**src/rtl/string_packet_sender_pkg.sv**
```systemverilog
// string_packet_sender_pkg: sender/detector state encoding and length limit
package string_packet_sender_pkg;
    localparam int MAX_LEN = 255;
    typedef enum logic [2:0] {IDLE, LEN, DATA, CSUM, END} state_t;
endpackage

```
**src/rtl/string_packet_sender_if.sv**
```systemverilog
// string_packet_sender_if: host write port and transmitter byte handshake
interface string_packet_sender_if;
    logic       Wr_en;
    logic [7:0] Wr_data;
    logic       Send;
    logic       Tx_ready;
    logic       Tx_valid;
    logic [7:0] Tx_data;
    logic       Send_flag;
    logic       Busy;
    logic       Done;
    logic [7:0] Count;
    logic       Overflow;
    modport master(output Wr_en, Wr_data, Send, Tx_ready,
                   input Tx_valid, Tx_data, Send_flag, Busy, Done, Count, Overflow);
    modport slave(input Wr_en, Wr_data, Send, Tx_ready,
                  output Tx_valid, Tx_data, Send_flag, Busy, Done, Count, Overflow);
endinterface

```
**src/rtl/string_sender_buffer.sv**
```systemverilog
// string_sender_buffer: DEPTH x WIDTH payload store with write/read pointers and count
module string_sender_buffer #(
    parameter int DEPTH = 16,
    parameter int WIDTH = 8,
    parameter int PW    = DEPTH > 1 ? $clog2(DEPTH) : 1
) (
    input  logic             Clk,
    input  logic             Rst,
    input  logic             wr_en,
    input  logic [WIDTH-1:0] wr_data,
    input  logic             rd_inc,
    input  logic             clr,
    output logic [WIDTH-1:0] rd_data,
    output logic [PW-1:0]    rd_ptr,
    output logic [7:0]       count,
    output logic             full
);
    logic [WIDTH-1:0] mem [DEPTH];
    logic [PW-1:0]    wr_ptr;
    logic             wr_ok;
    assign full    = count == 8'(DEPTH);
    assign wr_ok   = wr_en && !full;
    assign rd_data = mem[rd_ptr];
    always_ff @(posedge Clk or posedge Rst)
        if (Rst) begin
            wr_ptr <= '0;
            rd_ptr <= '0;
            count  <= '0;
        end else if (clr) begin
            wr_ptr <= '0;
            rd_ptr <= '0;
            count  <= '0;
        end else begin
            if (wr_ok) begin
                wr_ptr <= wr_ptr + 1'b1;
                count  <= count + 1'b1;
            end
            if (rd_inc) rd_ptr <= rd_ptr + 1'b1;
        end
    always_ff @(posedge Clk)
        if (wr_ok) mem[wr_ptr] <= wr_data;
endmodule

```
**src/rtl/string_packet_sender.sv**
```systemverilog
// string_packet_sender: buffers payload bytes and sends a length-prefixed packet on Send.
// Define STRING_SENDER_CHECKSUM_EN to append an XOR checksum byte after the payload.
module string_packet_sender
    import string_packet_sender_pkg::*;
#(
    parameter int DEPTH = 16,
    parameter int WIDTH = 8
) (
    input logic                   Clk,
    input logic                   Rst,
    string_packet_sender_if.slave bus
);
    localparam int D  = DEPTH > MAX_LEN ? MAX_LEN : DEPTH;
    localparam int PW = D > 1 ? $clog2(D) : 1;
    state_t           state, nxt;
    logic [7:0]       len, count;
    logic [WIDTH-1:0] rd_data;
    logic [PW-1:0]    rd_ptr;
    logic             full, wr_acc, xfer, last, ovf;
`ifdef STRING_SENDER_CHECKSUM_EN
    localparam state_t TAIL = CSUM;
    logic [7:0] csum;
`else
    localparam state_t TAIL = END;
`endif
    assign wr_acc = bus.Wr_en && state == IDLE;
    assign xfer   = bus.Tx_valid && bus.Tx_ready;
    assign last   = 8'(rd_ptr) + 8'd1 == len;
    string_sender_buffer #(.DEPTH(D), .WIDTH(WIDTH), .PW(PW)) u_buf (
        .Clk(Clk), .Rst(Rst), .wr_en(wr_acc), .wr_data(bus.Wr_data),
        .rd_inc(state == DATA && xfer), .clr(state == END),
        .rd_data(rd_data), .rd_ptr(rd_ptr), .count(count), .full(full)
    );
    always_ff @(posedge Clk or posedge Rst)
        if (Rst) state <= IDLE;
        else state <= nxt;
    always_comb begin
        nxt = state;
        case (state)
            IDLE:    if (bus.Send) nxt = LEN;
            LEN:     if (xfer) nxt = len == 8'd0 ? TAIL : DATA;
            DATA:    if (xfer && last) nxt = TAIL;
            CSUM:    if (xfer) nxt = END;
            default: nxt = IDLE;
        endcase
    end
    // a write coinciding with Send is counted in the length byte
    always_ff @(posedge Clk or posedge Rst)
        if (Rst) begin
            len <= '0;
            ovf <= 1'b0;
        end else begin
            if (state == IDLE && bus.Send) len <= count + 8'(wr_acc && !full);
            ovf <= state == END ? 1'b0 : ovf | (bus.Wr_en && (full || state != IDLE));
        end
`ifdef STRING_SENDER_CHECKSUM_EN
    always_ff @(posedge Clk or posedge Rst)
        if (Rst) csum <= '0;
        else if (state == LEN) csum <= len;
        else if (state == DATA && xfer) csum <= csum ^ 8'(rd_data);
    always_comb bus.Tx_data = state == LEN ? len : state == DATA ? 8'(rd_data) :
                              state == CSUM ? csum : 8'd0;
`else
    always_comb bus.Tx_data = state == LEN ? len : state == DATA ? 8'(rd_data) : 8'd0;
`endif
    assign bus.Tx_valid  = state == LEN || state == DATA || state == CSUM;
    assign bus.Send_flag = bus.Tx_valid;
    assign bus.Busy      = state != IDLE;
    assign bus.Done      = state == END;
    assign bus.Count     = count;
    assign bus.Overflow  = ovf;
endmodule
```
**src/flat_wrapper.sv**
```systemverilog
// flat-port wrapper written by rule: the top's interface ports become plain ports
module string_packet_sender_flat import string_packet_sender_pkg::*;
#(
    parameter int DEPTH = 16,
    parameter int WIDTH = 8
)
  (Clk, Rst, bus_Wr_en, bus_Wr_data, bus_Send, bus_Tx_ready, bus_Tx_valid, bus_Tx_data, bus_Send_flag, bus_Busy, bus_Done, bus_Count, bus_Overflow);
  string_packet_sender_if bus_i ();
  input logic Clk;
  input logic Rst;
  input wire logic [$bits(bus_i.Wr_en)-1:0] bus_Wr_en;
  input wire logic [$bits(bus_i.Wr_data)-1:0] bus_Wr_data;
  input wire logic [$bits(bus_i.Send)-1:0] bus_Send;
  input wire logic [$bits(bus_i.Tx_ready)-1:0] bus_Tx_ready;
  output wire logic [$bits(bus_i.Tx_valid)-1:0] bus_Tx_valid;
  output wire logic [$bits(bus_i.Tx_data)-1:0] bus_Tx_data;
  output wire logic [$bits(bus_i.Send_flag)-1:0] bus_Send_flag;
  output wire logic [$bits(bus_i.Busy)-1:0] bus_Busy;
  output wire logic [$bits(bus_i.Done)-1:0] bus_Done;
  output wire logic [$bits(bus_i.Count)-1:0] bus_Count;
  output wire logic [$bits(bus_i.Overflow)-1:0] bus_Overflow;
  assign bus_i.Wr_en = bus_Wr_en;
  assign bus_i.Wr_data = bus_Wr_data;
  assign bus_i.Send = bus_Send;
  assign bus_i.Tx_ready = bus_Tx_ready;
  assign bus_Tx_valid = bus_i.Tx_valid;
  assign bus_Tx_data = bus_i.Tx_data;
  assign bus_Send_flag = bus_i.Send_flag;
  assign bus_Busy = bus_i.Busy;
  assign bus_Done = bus_i.Done;
  assign bus_Count = bus_i.Count;
  assign bus_Overflow = bus_i.Overflow;
  string_packet_sender #(.DEPTH(DEPTH), .WIDTH(WIDTH)) u_core (.Clk(Clk), .Rst(Rst), .bus(bus_i));
endmodule
```
**config.mk**
```make
export PLATFORM = sky130hd
export DESIGN_NAME = string_packet_sender_flat
export DESIGN_NICKNAME = d
export VERILOG_FILES = /design/src/rtl/string_packet_sender_pkg.sv /design/src/rtl/string_packet_sender_if.sv /design/src/rtl/string_sender_buffer.sv /design/src/rtl/string_packet_sender.sv /design/src/flat_wrapper.sv
export SDC_FILE = /design/constraint.sdc
export NUM_CORES = 1
export LEC_CHECK = 0
export CAP_MARGIN = 20
export CELL_PAD_IN_SITES_DETAIL_PLACEMENT = 1
export CELL_PAD_IN_SITES_GLOBAL_PLACEMENT = 2
export CORE_ASPECT_RATIO = 2
export CORE_MARGIN = 1
export CORE_UTILIZATION = 30
export DETAILED_ROUTE_END_ITERATION = 10
export GPL_ROUTABILITY_DRIVEN = 0
export PLACE_DENSITY = 0.68
export SLEW_MARGIN = 20
export SYNTH_ARGS = -nofsm -noshare
export SYNTH_HDL_FRONTEND = slang
export SYNTH_HIERARCHICAL = 1
export SYNTH_SLANG_ARGS = --single-unit
```
**constraint.sdc**
```tcl
create_clock -name Clk -period 2.5 [get_ports Clk]
set_input_delay 0.625 -clock Clk [delete_from_list [all_inputs] [get_ports Clk]]
set_output_delay 0.625 -clock Clk [all_outputs]
set_load 0.02 [all_outputs]
```
Yosys cells after proc, flatten, opt, wreduce, memory -nomap -nowiden. Memories as Yosys holds them, arrays and structs flattened. Cells that the tools add are included.

Input bits: 13. Memories kept: 1. Word-level logic and storage cells: 57. Register bits: 28. Output and inout port bits: 21. Bits in writable memories: 128.

Memory list: u_core.u_buf.mem (depth 16, bits a word 8, rd ports 1, clocked after memory_dff 0, write ports 1, RTL line string_sender_buffer.sv:18) `logic [WIDTH-1:0] mem [DEPTH];`.

Reduce and logical (&&, ||, !) cells: 17. Equality and inequality tests: 10. Bitwise operators: 1. Add/sub/neg operators: 5. Mux-type cells: 17.

Operators by type and width (number): $mux W8 (4); $mux W4 (4); $mux W3 (5); $pmux W3 S4 (1); $add A4 B1 Y4 const B (2); $add A8 B1 Y8 (1); $add A8 B1 Y8 const B (1); $eq A8 B5 Y1 const B (1); $eq A8 B8 Y1 (1); $logic_not A8 Y1 (1); $logic_and A1 B1 Y1 (7); $eq A3 B2 Y1 const B (2); $ne A2 B1 Y1 const B (3); $add A4 B1 Y5 const B (1); $reduce_and A4 Y1 (1); $reduce_bool A2 Y1 (2); $eq A3 B1 Y1 const B (1); $eq A3 B3 Y1 const B (1); $logic_not A3 Y1 (1); $logic_or A1 B1 Y1 (3); $mux W1 (3); $reduce_bool A3 Y1 (1); $ne A2 B2 Y1 const B (1); $logic_not A1 Y1 (1); $or A1 B1 Y1 (1).

Logic depth before layout (Yosys ltp). Gate-level depths: netlist (run 1).

Depth in word-level cells: 7. Depth in mapped cells: 11. Depth with buffers taken out: 11.

Hierarchy. The synthesis (run 1) kept the hierarchy.

By module, submodules not included: string_sender_buffer (area an instance 5885.6 µm², sequential area each 4244.1 µm², instances 1, cells an instance 306); string_packet_sender (area an instance 895.9 µm², sequential area each 300.3 µm², instances 1, cells an instance 107).

Worst setup path after synthesis (run 1). No wires, ideal clock.

Path kind: reg-to-reg. From: reg u_core.state[0]. To: mem u_core.u_buf.mem[0][0], enable pin. Data required time: 2102 ps. Library setup time: 398 ps. Stages on the path, launching flop included: 6. Path buffers: 1. Setup slack: -180 ps. Period minus slack after synthesis: 2680 ps. Arrival time: 2282 ps. Cells stage by stage: dfrtp_1 nor3_1 and2_1 a21bo_2 buf_2 nor4b_1.

Cells in the longest elaborated chain, start to end: 5.

RTL lines: from (decl) (RTL line string_packet_sender.sv:15) `state_t state, nxt;`; from (signal assigned) (RTL line string_packet_sender.sv:36) `else state <= nxt;`; $logic_not A3 Y1 (RTL line string_packet_sender.sv:26) `assign wr_acc = bus.Wr_en && state == IDLE;`; $logic_and A1 B1 Y1 (RTL line string_packet_sender.sv:26); named net u_core.wr_acc (RTL line string_packet_sender.sv:19) `logic full, wr_acc, xfer, last, ovf;`; $logic_and A1 B1 Y1 (RTL line string_sender_buffer.sv:22) `assign wr_ok = wr_en && !full;`; $mux W1 (RTL line string_sender_buffer.sv:41) `if (wr_ok) mem[wr_ptr] <= wr_data;`; $mux W1 (not written as such) (RTL line string_sender_buffer.sv:41); to (decl) (RTL line string_sender_buffer.sv:18).

The timed path passes the listed nets, and every way through them passes these cells.

Worst setup path after layout (run 1).
From: reg u_core.u_buf.rd_ptr[0]. To: out bus_Tx_data[0].

Cells in the longest elaborated chain, start to end: 3.

RTL lines: from (decl) (RTL line string_sender_buffer.sv:14) `output logic [PW-1:0] rd_ptr,`; from (signal assigned) (RTL line string_sender_buffer.sv:38) `if (rd_inc) rd_ptr <= rd_ptr + 1'b1;`; $mem_v2 Z16 W8; named net u_core.rd_data[0] (RTL line string_packet_sender.sv:17) `logic [WIDTH-1:0] rd_data;`; $mux W8 (2 in a row) (RTL line string_packet_sender.sv:64) `always_comb bus.Tx_data = state == LEN ? len : state == DATA ? 8'(rd_data) : 8'd0;`; to (decl) (RTL line flat_wrapper.sv:16) `output wire logic [$bits(bus_i.Tx_data)-1:0] bus_Tx_data;`.

The timed path passes the listed nets, and every way through them passes these cells.

==> metrics.md, run 1 <==
| Metric | Value |
|---|---|
| Clock H-tree levels | 4 |
| Remaining number of nets flagged by the antenna check after routing | 0 |
| Highest ir drop seen on vdd | 0.570 mV |
| Post-Syn Area per Cell | 16.4 um2 |
| TritonCTS clock tree | built |
| Async SR Flop Fraction | 17.9% |
| Run status | finished, violations left |
| Part of the Yosys area used for sequential elements | 67.0% |
| Die area | 0.0232 mm2 |
| Clock sinks | 156 |
| Delay of the slowest cell on the worst path | 0.46 ns |
| Fin util | 38.8% |
| Synth Net Count | 436 |
| Avg Vias per Cell | 4.96 |
| Global-route wire length before repair | 26,100 um |
| Critical path data arrival time | 2.36 ns |
| DR DRC count | 0 |
| Starting density of the core | 30.6% |
| Failing checks | negative setup slack |
| Row Count | 77 |
| Via count of the routed design | 3,925 |
| Final setup fails | 8 |
| Worst min-delay path class | flop to flop |
| PwrDens | 1110 mW/mm2 |
| Top FF cell, synth | edfxtp_1 |
| Worst Path Buf+Inv | 4 |
| Global route overflow | 0 |
| Post-synth top area share | 56.7% |
| Width of the chip | 108 um |
| Detailed-placement wirelength estimate | 11,900 um |
| Num CTS Buffers | 17 |
| Antenna violations before repair | 0 |
| Leakage power of the design | 3.03 nW |
| Via count of the first global-routing pass | 4,393 |
| Clock tree skew after final layout | 0.00697 ns |
| Max-slew violation count | 0 |
| Critical-path maximum fanout | 5 |
| Endpoint type of the worst setup path | primary output |
| Number of I/O port buffers | 33 |
| Achievable clock frequency | 335 MHz |
| Number of optimization iterations in the first detailed-route pass | 4 |
| Portion of the clock cycle consumed by the worst path in the final layout | 119% |
| Crit start category | flop |
| Number of warning messages in the yosys log | 6 |
| Final instance area | 0.00859 mm2 |
| Slew at the pin closest to its max-slew limit | 0.822 ns |
| Post-synthesis cell type count | 50 |
| Critical-path cell list | buf_12 -> buf_6 -> buf_6 -> mux4_2 -> a22oi_2 -> nand2_1 -> a22oi_2 -> nor2_1 -> buf_4 |
| Share of layout cells above drive strength 1 | 31.5% |
| Number of nets in the layout | 525 |
| Kind of critical path | flop to primary output |
| Placed inst area | 0.00782 mm2 |
| Largest net degree at the start of global routing | 34 |
| Post-Syn Instances | 413 |
| I/O pin count | 34 |
| Critical-path cell with the highest stage delay | mux4_2 |
| Root Driver | clkbuf_16 |
| Clock transition at the register clock pins on the worst setup and hold paths after CTS | 0.06 ns |
| Number of hold violations in the final report | 0 |
| Mapped cell area | 0.00678 mm2 |
| Avg WL per Cell | 21.4 um |
| Synth-to-layout area growth | 26.7% |
| Global-route total usage across every layer | 15.8% |
| Total Wirelength | 16,900 um |
| Most area-hungry cell type in the Yosys netlist | edfxtp_1 |
| Max-cap viol count | 0 |
| CTS max path bufs | 2 |
| Data required time of the worst path | 1.88 ns |
| Setup repair after global routing missed its margin | true |
| Largest delay contributor family on the critical path | buffers and inverters |
| Worst setup margin | -0.487 ns |
| Area of the core | 0.0222 mm2 |
| Number of enable flip-flop cells after synthesis | 128 |
| Number of DRC violations after detailed-routing iteration 0 | 211 |
| Number of inserted diodes | 0 |
| Die Height | 215 um |
| Slew headroom | 45.1% |
| Total of flip-flops plus latches after synthesis | 156 |
| Top post-synthesis cells by area | edfxtp_1, dfrtp_1, mux4_2 |
| Worst-Skew Late Latency | 0.43 ns |
| Min cycle time layout | 2.99 ns |
power breakdown:
part           internal, mW  total [mW]  switching, mW
Combinational          1.84        3.69           1.85
Clock                  1.47        2.52           1.04
Sequential             3.08        3.37          0.285
flip-flops by register name, summed over array words and instances (netlist names):
| name | flops |
|---|---|
| u_core/u_buf/mem | 128 |
| u_core/len | 8 |
| u_core/u_buf/count | 8 |
| u_core/u_buf/rd_ptr | 4 |
| u_core/u_buf/wr_ptr | 4 |
| u_core/state | 3 |
| u_core/bus.Overflow | 1 |
cell families after synthesis:
family / share of synthesized area (%)
flops: 67.0
simple gates: 8.80
compound gates: 5.24
mux: 11.7
buf+inv: 2.80
xor+xnor: 2.58
fa+ha+maj: 1.85
cell usage after synthesis, types with 4 or more instances:
library cell	instances
nand4_1	6
buf_2	4
xor2_1	9
nand3_1	8
dfrtp_1	28
nor4b_1	6
a22oi_1	24
nor2_1	33
ha_1	10
nand2_1	20
mux4_2	21
xnor2_1	11
and2_1	9
mux4_1	11
inv_1	9
edfxtp_1	128
nor3_1	4
clkbuf_1	8
nor2b_1	5
a21oi_1	14
cell type report:
| class | count | area (um2) |
|---|---|---|
| fillers | 2240 | 13600 |
| repair buffers | 92 | 943 |
| well taps | 276 | 345 |
| clock inverters | 13 | 139 |
| inverters | 9 | 33.8 |
| clock buffers | 19 | 433 |
| multi-input cells | 226 | 2150 |
| flip-flops and latches | 156 | 4550 |
placed cells by master (no fill, tap or decap), types with 4 or more instances in the layout:
| master | instances |
|---|---|
| nand3_1 | 8 |
| nor2_1 | 33 |
| edfxtp_1 | 128 |
| nor2b_1 | 5 |
| buf_6 | 6 |
| inv_1 | 9 |
| buf_4 | 44 |
| clkdlybuf4s50_1 | 23 |
| xnor2_1 | 11 |
| nor4b_2 | 6 |
| buf_12 | 13 |
| nand4_1 | 6 |
| inv_6 | 4 |
| and2_1 | 9 |
| xor2_1 | 9 |
| a21oi_1 | 14 |
| dfrtp_1 | 27 |
| ha_1 | 10 |
| mux4_2 | 31 |
| a22oi_2 | 19 |
| nand2_1 | 19 |
| clkbuf_16 | 17 |
| a22oi_1 | 5 |
per-layer routing:
layer	vias to the layer above	part of all wire, %	GRT usage (%)
met1	2059	36	15.5
met3	24	2.7	3.80
met5	-	0	0
met2	57	59	30.6
li1	1785	-	-
met4	0	2.4	6.35
metrics by stage:
stage	TNS, ns	instances	worst slack (ns)	power, mW	hold WS [ns]
final	-3.42	791	-0.487	9.57	0.524
after global routing	-4.17	791	-0.556	10.0	0.542
after CTS	-3.93	793	-0.537	9.67	0.531
after detailed placement	-3.93	746	-0.490	6.69	0.516
after global placement	-3.06	746	-0.423	6.59	0.489
after floorplan	-9.49	413	-0.180	5.40	0.490
path summary, 6_finish.rpt:
kind,startpoint,to,slack (ns),cells after the start
worst max-delay path,u_core/u_buf/rd_ptr[0],bus_Tx_data[0],-0.49,9
worst min-delay path,u_core/bus.Overflow,u_core/bus.Overflow,0.52,2
worst max register to register,u_core/u_buf/count[5],u_core/len[4],0.16,8
worst min register to register,u_core/bus.Overflow,u_core/bus.Overflow,0.52,2
max in group asynchronous,Rst,u_core/bus.Overflow,1.59,2
min in group asynchronous,Rst,u_core/len[3],0.56,2
tightest hold or removal path, stage by stage (launching register included):
cell,delay [ns]
dfrtp_1,0.35
a21oi_1,0.04
nor2_1,0.09
what timing repair did:
| action | in CTS | in global routing |
|---|---|---|
| setup buffers | 14 | 0 |
| gates cloned | 2 | 0 |
| resized for setup | 67 | 18 |
| hold buffers | 0 | 0 |
| endpoints found under the setup margin | 9 | 10 |
| pin swaps | 17 | 22 |
Power figures use the tool's default switching activity.
==> run 2, diff against run 1 <==
- ABC_CLOCK_PERIOD_IN_PS: not set -> 2500
- CAP_MARGIN: 20 -> not set
- HOLD_SLACK_MARGIN: not set -> 0.02
==> results of run 2 <==
The final DEF is identical to that of run 1; final timing and power are the same.
